<file path="config.mk">
export PLATFORM = sky130hd
export DESIGN_NAME = stream_demux_n
export DESIGN_NICKNAME = d
export VERILOG_FILES = /design/src/rtl/stream_demux_n.sv
export SDC_FILE = /design/constraint.sdc
export NUM_CORES = 1
export LEC_CHECK = 0
export BUFFER_PORTS_ARGS = -buffer_cell sky130_fd_sc_hd__buf_2
export CAP_MARGIN = 40
export CORE_MARGIN = 1.5
export CORE_UTILIZATION = 33
export CTS_CLUSTER_SIZE = 30
export DETAILED_ROUTE_END_ITERATION = 8
export GPL_TIMING_DRIVEN = 0
export PLACE_DENSITY = 0.57
export SYNTH_ARGS = -nofsm -noshare
export SYNTH_HDL_FRONTEND = slang
export SYNTH_SLANG_ARGS = --single-unit
</file>
<file path="constraint.sdc">
create_clock -name clk_i -period 2.58 [get_ports clk_i]
set_clock_uncertainty 0.15 [all_clocks]
set_input_delay 0.645 -clock clk_i [delete_from_list [all_inputs] [get_ports clk_i]]
set_output_delay 0.645 -clock clk_i [all_outputs]
set_load 0.05 [all_outputs]
</file>
<file path="src/rtl/stream_demux_n.sv">
// Packet-aware 1:N stream demultiplexer with one output register per channel.
// Define STREAM_DEMUX_N_DROP_EN to discard packets whose select is out of range.
module stream_demux_n #(
  parameter int DATA_WIDTH = 8,
  parameter int CH_NUM     = 4,
  parameter int SEL_WIDTH  = 2
) (
  input  logic                         clk_i,
  input  logic                         rst_n_i,
  input  logic [SEL_WIDTH-1:0]         select_i,
  input  logic [DATA_WIDTH-1:0]        data_i,
  input  logic                         valid_i,
  input  logic                         last_i,
  output logic                         ready_o,
  output logic [CH_NUM*DATA_WIDTH-1:0] data_o,
  output logic [CH_NUM-1:0]            valid_o,
  output logic [CH_NUM-1:0]            last_o,
  input  logic [CH_NUM-1:0]            ready_i,
  output logic                         busy_o
`ifdef STREAM_DEMUX_N_DROP_EN
  ,
  output logic                         drop_o
`endif
);

  typedef enum logic {IDLE, ROUTE} state_e;

  localparam logic [SEL_WIDTH:0]   CH_LIM  = (SEL_WIDTH+1)'(CH_NUM);
  localparam logic [SEL_WIDTH-1:0] CH_LAST = SEL_WIDTH'(CH_NUM-1);

  state_e                      state_q, state_d;
  logic [SEL_WIDTH-1:0]        sel_q, sel_d;
  logic [CH_NUM-1:0]           valid_q, valid_d;
  logic [CH_NUM-1:0]           last_q, last_d;
  logic [CH_NUM*DATA_WIDTH-1:0] data_q, data_d;

  logic [SEL_WIDTH-1:0] cur_sel;
  logic [SEL_WIDTH-1:0] ch_idx;
  logic                 oor;
  logic                 drop;
  logic                 ch_valid;
  logic                 ch_ready;
  logic                 ready;
  logic                 accept;

  // Destination: live select at packet start, latched select afterwards
  always_comb begin
    cur_sel  = (state_q == IDLE) ? select_i : sel_q;
    oor      = {1'b0, cur_sel} >= CH_LIM;
    ch_idx   = oor ? CH_LAST : cur_sel;
`ifdef STREAM_DEMUX_N_DROP_EN
    drop     = oor;
`else
    drop     = 1'b0;
`endif
    ch_valid = 1'b0;
    ch_ready = 1'b0;
    for (int k = 0; k < CH_NUM; k++) begin
      if (ch_idx == SEL_WIDTH'(k)) begin
        ch_valid = valid_q[k];
        ch_ready = ready_i[k];
      end
    end
    ready  = drop | ~ch_valid | ch_ready;
    accept = valid_i & ready;
  end

  always_comb begin
    state_d = state_q;
    sel_d   = sel_q;
    case (state_q)
      IDLE: begin
        if (accept) begin
          sel_d = select_i;
          if (!last_i) state_d = ROUTE;
        end
      end
      ROUTE: begin
        if (accept && last_i) state_d = IDLE;
      end
      default: state_d = IDLE;
    endcase
  end

  // A stalled beat only blocks its own channel
  always_comb begin
    valid_d = valid_q & ~ready_i;
    last_d  = last_q;
    data_d  = data_q;
    for (int k = 0; k < CH_NUM; k++) begin
      if (accept && !drop && ch_idx == SEL_WIDTH'(k)) begin
        valid_d[k] = 1'b1;
        last_d[k]  = last_i;
        data_d[k*DATA_WIDTH +: DATA_WIDTH] = data_i;
      end
    end
  end

  always_ff @(posedge clk_i or negedge rst_n_i) begin
    if (!rst_n_i) begin
      state_q <= IDLE;
      sel_q   <= '0;
      valid_q <= '0;
      last_q  <= '0;
      data_q  <= '0;
    end else begin
      state_q <= state_d;
      sel_q   <= sel_d;
      valid_q <= valid_d;
      last_q  <= last_d;
      data_q  <= data_d;
    end
  end

`ifdef STREAM_DEMUX_N_DROP_EN
  logic drop_q, drop_d;

  always_comb drop_d = accept & drop;

  always_ff @(posedge clk_i or negedge rst_n_i) begin
    if (!rst_n_i) drop_q <= 1'b0;
    else          drop_q <= drop_d;
  end

  assign drop_o = drop_q;
`endif

  assign ready_o = ready;
  assign data_o  = data_q;
  assign valid_o = valid_q;
  assign last_o  = last_q;
  assign busy_o  = (state_q == ROUTE);

endmodule

</file>
==> flow_summary.toml, run 1 <==
[clocking]
cts_root_buf = "clkbuf_8"
cts_buffers = 5
cts_tree = "yes"
cts-htree-levels = 2
clk_latency_ns = 0.29
max-clock-path-buffers = 2
cts.clk_slew.worst_paths_ns = 0.08
cts_sinks = 43

[finish]
nets = 219
final_cells = 274
area_growth_pct = 38.0
n_fill_cell = 494
final_cell_mix = "57 x buf_2, 42 x dfrtp_1, 35 x mux2_2, 6 x inv_1, 6 x clkbuf_8"
fin_util = 0.468
stdcell_area_um2 = 2560
drive_above_1_share = 0.629
antennaDiodeCount = 0
layout_commonest_cell = "buf_2"

[die]
coreArea_um2 = 5470
die_area_um2 = 6080
ios = 60
row_count = 27
die_h_um = 78.0
die_x_um = 78.0
start_util = 0.339

[route]
first_pass_iters = 3
drc = 0
wirelength_um = 4270
ant_nets = 0
wl_per_cell_um = 15.6
vias = 1301
vias_per_cell = 4.75
drt_iter0_markers = 26

[logic_synthesis]
synth-warning-count = 0
synth_edf_count = 0
synthCells = 125
synth_area_per_cell_um2 = 14.8
ys_seq_area_frac = 0.580
synth_cell_type_count = 25
synth_ff_type = "dfrtp_1"
syn_nets = 143
synth_area_um2 = 1860
async_flop_share = 1.00
yosys_register_bits = 43

[grt]
met2_usage = 0.253
grt_use_met3 = 0.0435
antenna_found_initial = 0
overflow = 0
first_global_vias = 1318
grt_use_met1 = 0.162
busiest_layer = "met2"
grt_usage = 0.143
grt_max_degree = 40
grt_first_pass_wirelength_um = 6580

[worst_setup_path]
worstPathArrival_ns = 1.96
worstRegToRegCells = 8
start_kind = "flop"
critPathKind = "flop to output port"
r2r-end = "last_o[2]"
r2r_slack_ns = 0.09
required_ns = 1.78
crit_fanout = 3
critPathCaptureType = "output port"

[timing]
period_share = 1.07
rsz0062_at_grt = "true"
holdWs_ns = 0.00718
fin_crit_ns = 2.76
hold_violations = 0
setup_viol = 1
max_freq_ghz = 0.363
relSlewSlack = 0.614
setup_slack_ns = -0.175
worst_slew_pin_slew_ns = 0.577
slew_viol_final = 0

[placement]
portBuffers = 58
place_area_um2 = 2270
dp_hpwl_um = 2940
place_congestion = 0.837
dp.cells = 256

[status]
violations = "negative setup slack"
status = "finished with violations"

[run]
cap_violations = 0

[worst_hold_path]
min_path_type = "input port to async pin"
[metal layers]
layer	vias to the layer above	part of all wire	wire (um)
li1	599	-	-
met4	0	0.010	44
met3	5	0.060	254
met2	38	0.51	2180
met5	-	0	0
met1	659	0.42	1790
[cell families after synthesis]
family,after synthesis,share of synthesized area
AO/OA/AOI/OAI,16,0.108
buffers and inverters,8,0.0202
flip-flops,43,0.580
multiplexers,40,0.241
AND/OR/NAND/NOR,18,0.0506
[cell usage after synthesis (2+ instances only)]
cell | number | area share
dfrtp_1 | 43 | 0.58
inv_1 | 6 | 0.012
mux2_1 | 3 | 0.018
mux2_2 | 35 | 0.21
mux2i_1 | 2 | 0.011
nand2_1 | 5 | 0.010
nand2b_1 | 3 | 0.010
nand3_1 | 2 | 0.0054
nor2_1 | 5 | 0.010
o211ai_4 | 3 | 0.034
o21ai_0 | 4 | 0.011
[how the worst max path moves through the flow]
| stage | end | slack, ns | cells after the start | from |
|---|---|---|---|---|
| 2_1_floorplan | ready_o | -0.15 | 6 | flop |
| 3_3_place_gp | ready_o | -0.28 | 6 | select_i[0] |
| 6_report | ready_o | -0.18 | 7 | flop |
| 5_1_grt | ready_o | -0.23 | 7 | flop |
| 3_5_place_dp | ready_o | -0.33 | 6 | select_i[0] |
| 4_1_cts | ready_o | -0.19 | 7 | flop |
[critical path, cell delays in order (launching register included)]
cell and delay [ns]:
dfrtp_2 0.43, buf_6 0.13, nor2b_4 0.12, a22o_4 0.27, a221o_4 0.38, nor2_4 0.13, nor2_4 0.04, buf_8 0.16
[flip-flops by register name (all words and copies together), names as in the netlist, named ones only]
name and count:
last_o 4, valid_o 4, sel_q 2, data_o 32
[layout make-up]
cell class / count / area, um^2 / share of cell area
flip-flops and latches: 43 / 1080 / 0.421
multi-input cells: 74 / 785 / 0.306
repair buffers: 69 / 449 / 0.175
well taps: 72 / 90.1 / 0.0352
clock buffers: 6 / 82.6 / 0.0323
clock inverters: 2 / 38.8 / 0.0152
inverters: 6 / 22.5 / 0.00880
plain buffers: 2 / 15.0 / 0.00587
[repair_timing]
item	4_1_cts	5_1_grt
gates resized for setup	5	4
pin swaps	5	8
buffers inserted	7	3
hold buffers	0	0
setup endpoints to repair	1	28
[per-stage QoR]
stage	setup slack, ns	TNS (ns)
floorplan	-0.149	-0.149
global placement	-0.281	-1.99
detailed placement	-0.329	-3.47
CTS	-0.193	-1.00
global route	-0.225	-0.225
finish	-0.175	-0.175
Power of run 1 is left out: the tool's default activity adds up to more than one toggle a clock period on the data nets, which glitch-free logic cannot reach.
==> inputs of run 2 (changes only) <==
--- a/config.mk
+++ b/config.mk
@@ -7,11 +7,11 @@
 export LEC_CHECK = 0
 export BUFFER_PORTS_ARGS = -buffer_cell sky130_fd_sc_hd__buf_2
 export CAP_MARGIN = 40
-export CORE_MARGIN = 1.5
+export CORE_MARGIN = 2
 export CORE_UTILIZATION = 33
+export CTS_BUF_LIST = sky130_fd_sc_hd__clkbuf_8
 export CTS_CLUSTER_SIZE = 30
 export DETAILED_ROUTE_END_ITERATION = 8
-export GPL_TIMING_DRIVEN = 0
 export PLACE_DENSITY = 0.57
 export SYNTH_ARGS = -nofsm -noshare
 export SYNTH_HDL_FRONTEND = slang
==> run 2 against run 1 <==
The flow still finishes with violations (negative setup slack); hold slack improved by 0.14 ns; sequential cell count did not move; utilization decreased by 0.91 points; highest routed layer unchanged; design area down 2.0%; die area rose by 2.6%; cell count is 1.8% higher.
==> flow_summary.toml, run 2 (synthesized netlist as in run 1, its figures left out) <==
[status]
status = "finished with violations"
violations = "negative setup slack"

[timing]
holdWs_ns = 0.146
max_freq_ghz = 0.373
worst_slew_pin_slew_ns = 0.479
setup_viol = 1
fin_crit_ns = 2.68
relSlewSlack = 0.681
setup_slack_ns = -0.102
hold_violations = 0
period_share = 1.04
rsz0062_at_grt = "true"
slew_viol_final = 0
fin_setup_tns_ns = -0.102

[worst_setup_path]
crit_chain = "nor2b_4 > a22o_4 > a221o_4 > nor2_4 > nor2_4 > buf_6"
worstPathArrival_ns = 1.89
r2r-end = "data_o[18]"
worstRegToRegCells = 7
crit_fanout = 7
worst-path-buf-inv = 1
critPathKind = "flop to output port"
critPathCaptureType = "output port"
start_kind = "flop"
r2r_slack_ns = 0.14
crit_slowest_cell = "dfrtp_2"
critPathMaxStageDelay_ns = 0.48
cp_common_cell = "nor2_4"
critPathTopFamily = "compound AO/OA/AOI/OAI gates"
required_ns = 1.78

[grt]
grt_max_degree = 24
first_global_vias = 1473
antenna_found_initial = 0
grt_first_pass_wirelength_um = 7310
overflow = 0
grt_usage = 0.155

[die]
start_util = 0.339
row_count = 27
die_area_um2 = 6240
die_x_um = 79.0
die_h_um = 79.0
ios = 60
coreArea_um2 = 5470

[worst_hold_path]
min_path_type = "input port to async pin"

[finish]
multi_input_area_um2 = 764
final_cell_mix = "58 x buf_2, 42 x dfrtp_1, 35 x mux2_2, 17 x buf_4, 6 x inv_1"
layout_commonest_cell = "buf_2"
regArea_um2 = 1080
nets = 225
area_growth_pct = 35.3
largest_register_ffs = 32
n_fill_cell = 543
drive_above_1_share = 0.633
antennaDiodeCount = 0

[placement]
dp_hpwl_um = 3410
portBuffers = 59
place_congestion = 0.803

[clocking]
cts_buffers = 5
cts-htree-levels = 2
cts_tree = "yes"
max-clock-path-buffers = 2
cts_sinks = 43
cts_root_buf = "clkbuf_8"
cts.clk_slew.worst_paths_ns = 0.08
clk_latency_ns = 0.29

[route]
drt_iter0_markers = 46
wl_per_cell_um = 15.9
first_pass_iters = 4
wirelength_um = 4430
top_layer_used = "met4"
ant_nets = 0
dr_wl_met2_um = 2380
wl_met1_um = 1760
vias = 1305
wl_met3_um = 207
drc = 0
vias_per_cell = 4.68

[run]
cap_violations = 0
-- run 2: how the worst max path moves through the flow --
stage / endpoint / slack (ns) / cells after the start
after global routing: ready_o / -0.16 / 6
after detailed placement: ready_o / -0.06 / 7
final: ready_o / -0.10 / 6
after floorplan: ready_o / -0.15 / 6
after CTS: ready_o / -0.11 / 6
after global placement: ready_o / -0.04 / 7
-- run 2: metal layers --
layer	GRT usage	vias to the layer above
met2	0.271	36
met4	0.0603	0
met5	0	-
li1	-	605
met3	0.0386	11
met1	0.184	653
-- run 2: layout make-up --
class                      instances  area share
tap                               72      0.0359
inverter                           6     0.00897
timing repair buffer              77       0.179
multi-input combinational         74       0.305
clock inverter                     2      0.0150
sequential                        43       0.429
clock buffer                       5      0.0274
-- run 2: timing repair --
item                                    CTS  global route
endpoints found under the setup margin    1             1
resized for setup                         4             0
buffers inserted                          2             0
hold buffers                              0             0
pin swaps                                 1             0
-- run 2: metrics by stage --
stage | utilization | setup slack (ns) | instance area [um^2] | std cells
floorplan | - | -0.149 | 1870 | 125
global placement | 0.433 | -0.0437 | 2370 | 270
detailed placement | 0.433 | -0.0585 | 2370 | 270
CTS | 0.459 | -0.112 | 2510 | 279
global route | 0.459 | -0.164 | 2510 | 279
finish | 0.459 | -0.102 | 2510 | 279
Power of run 2 is left out for the same reason.
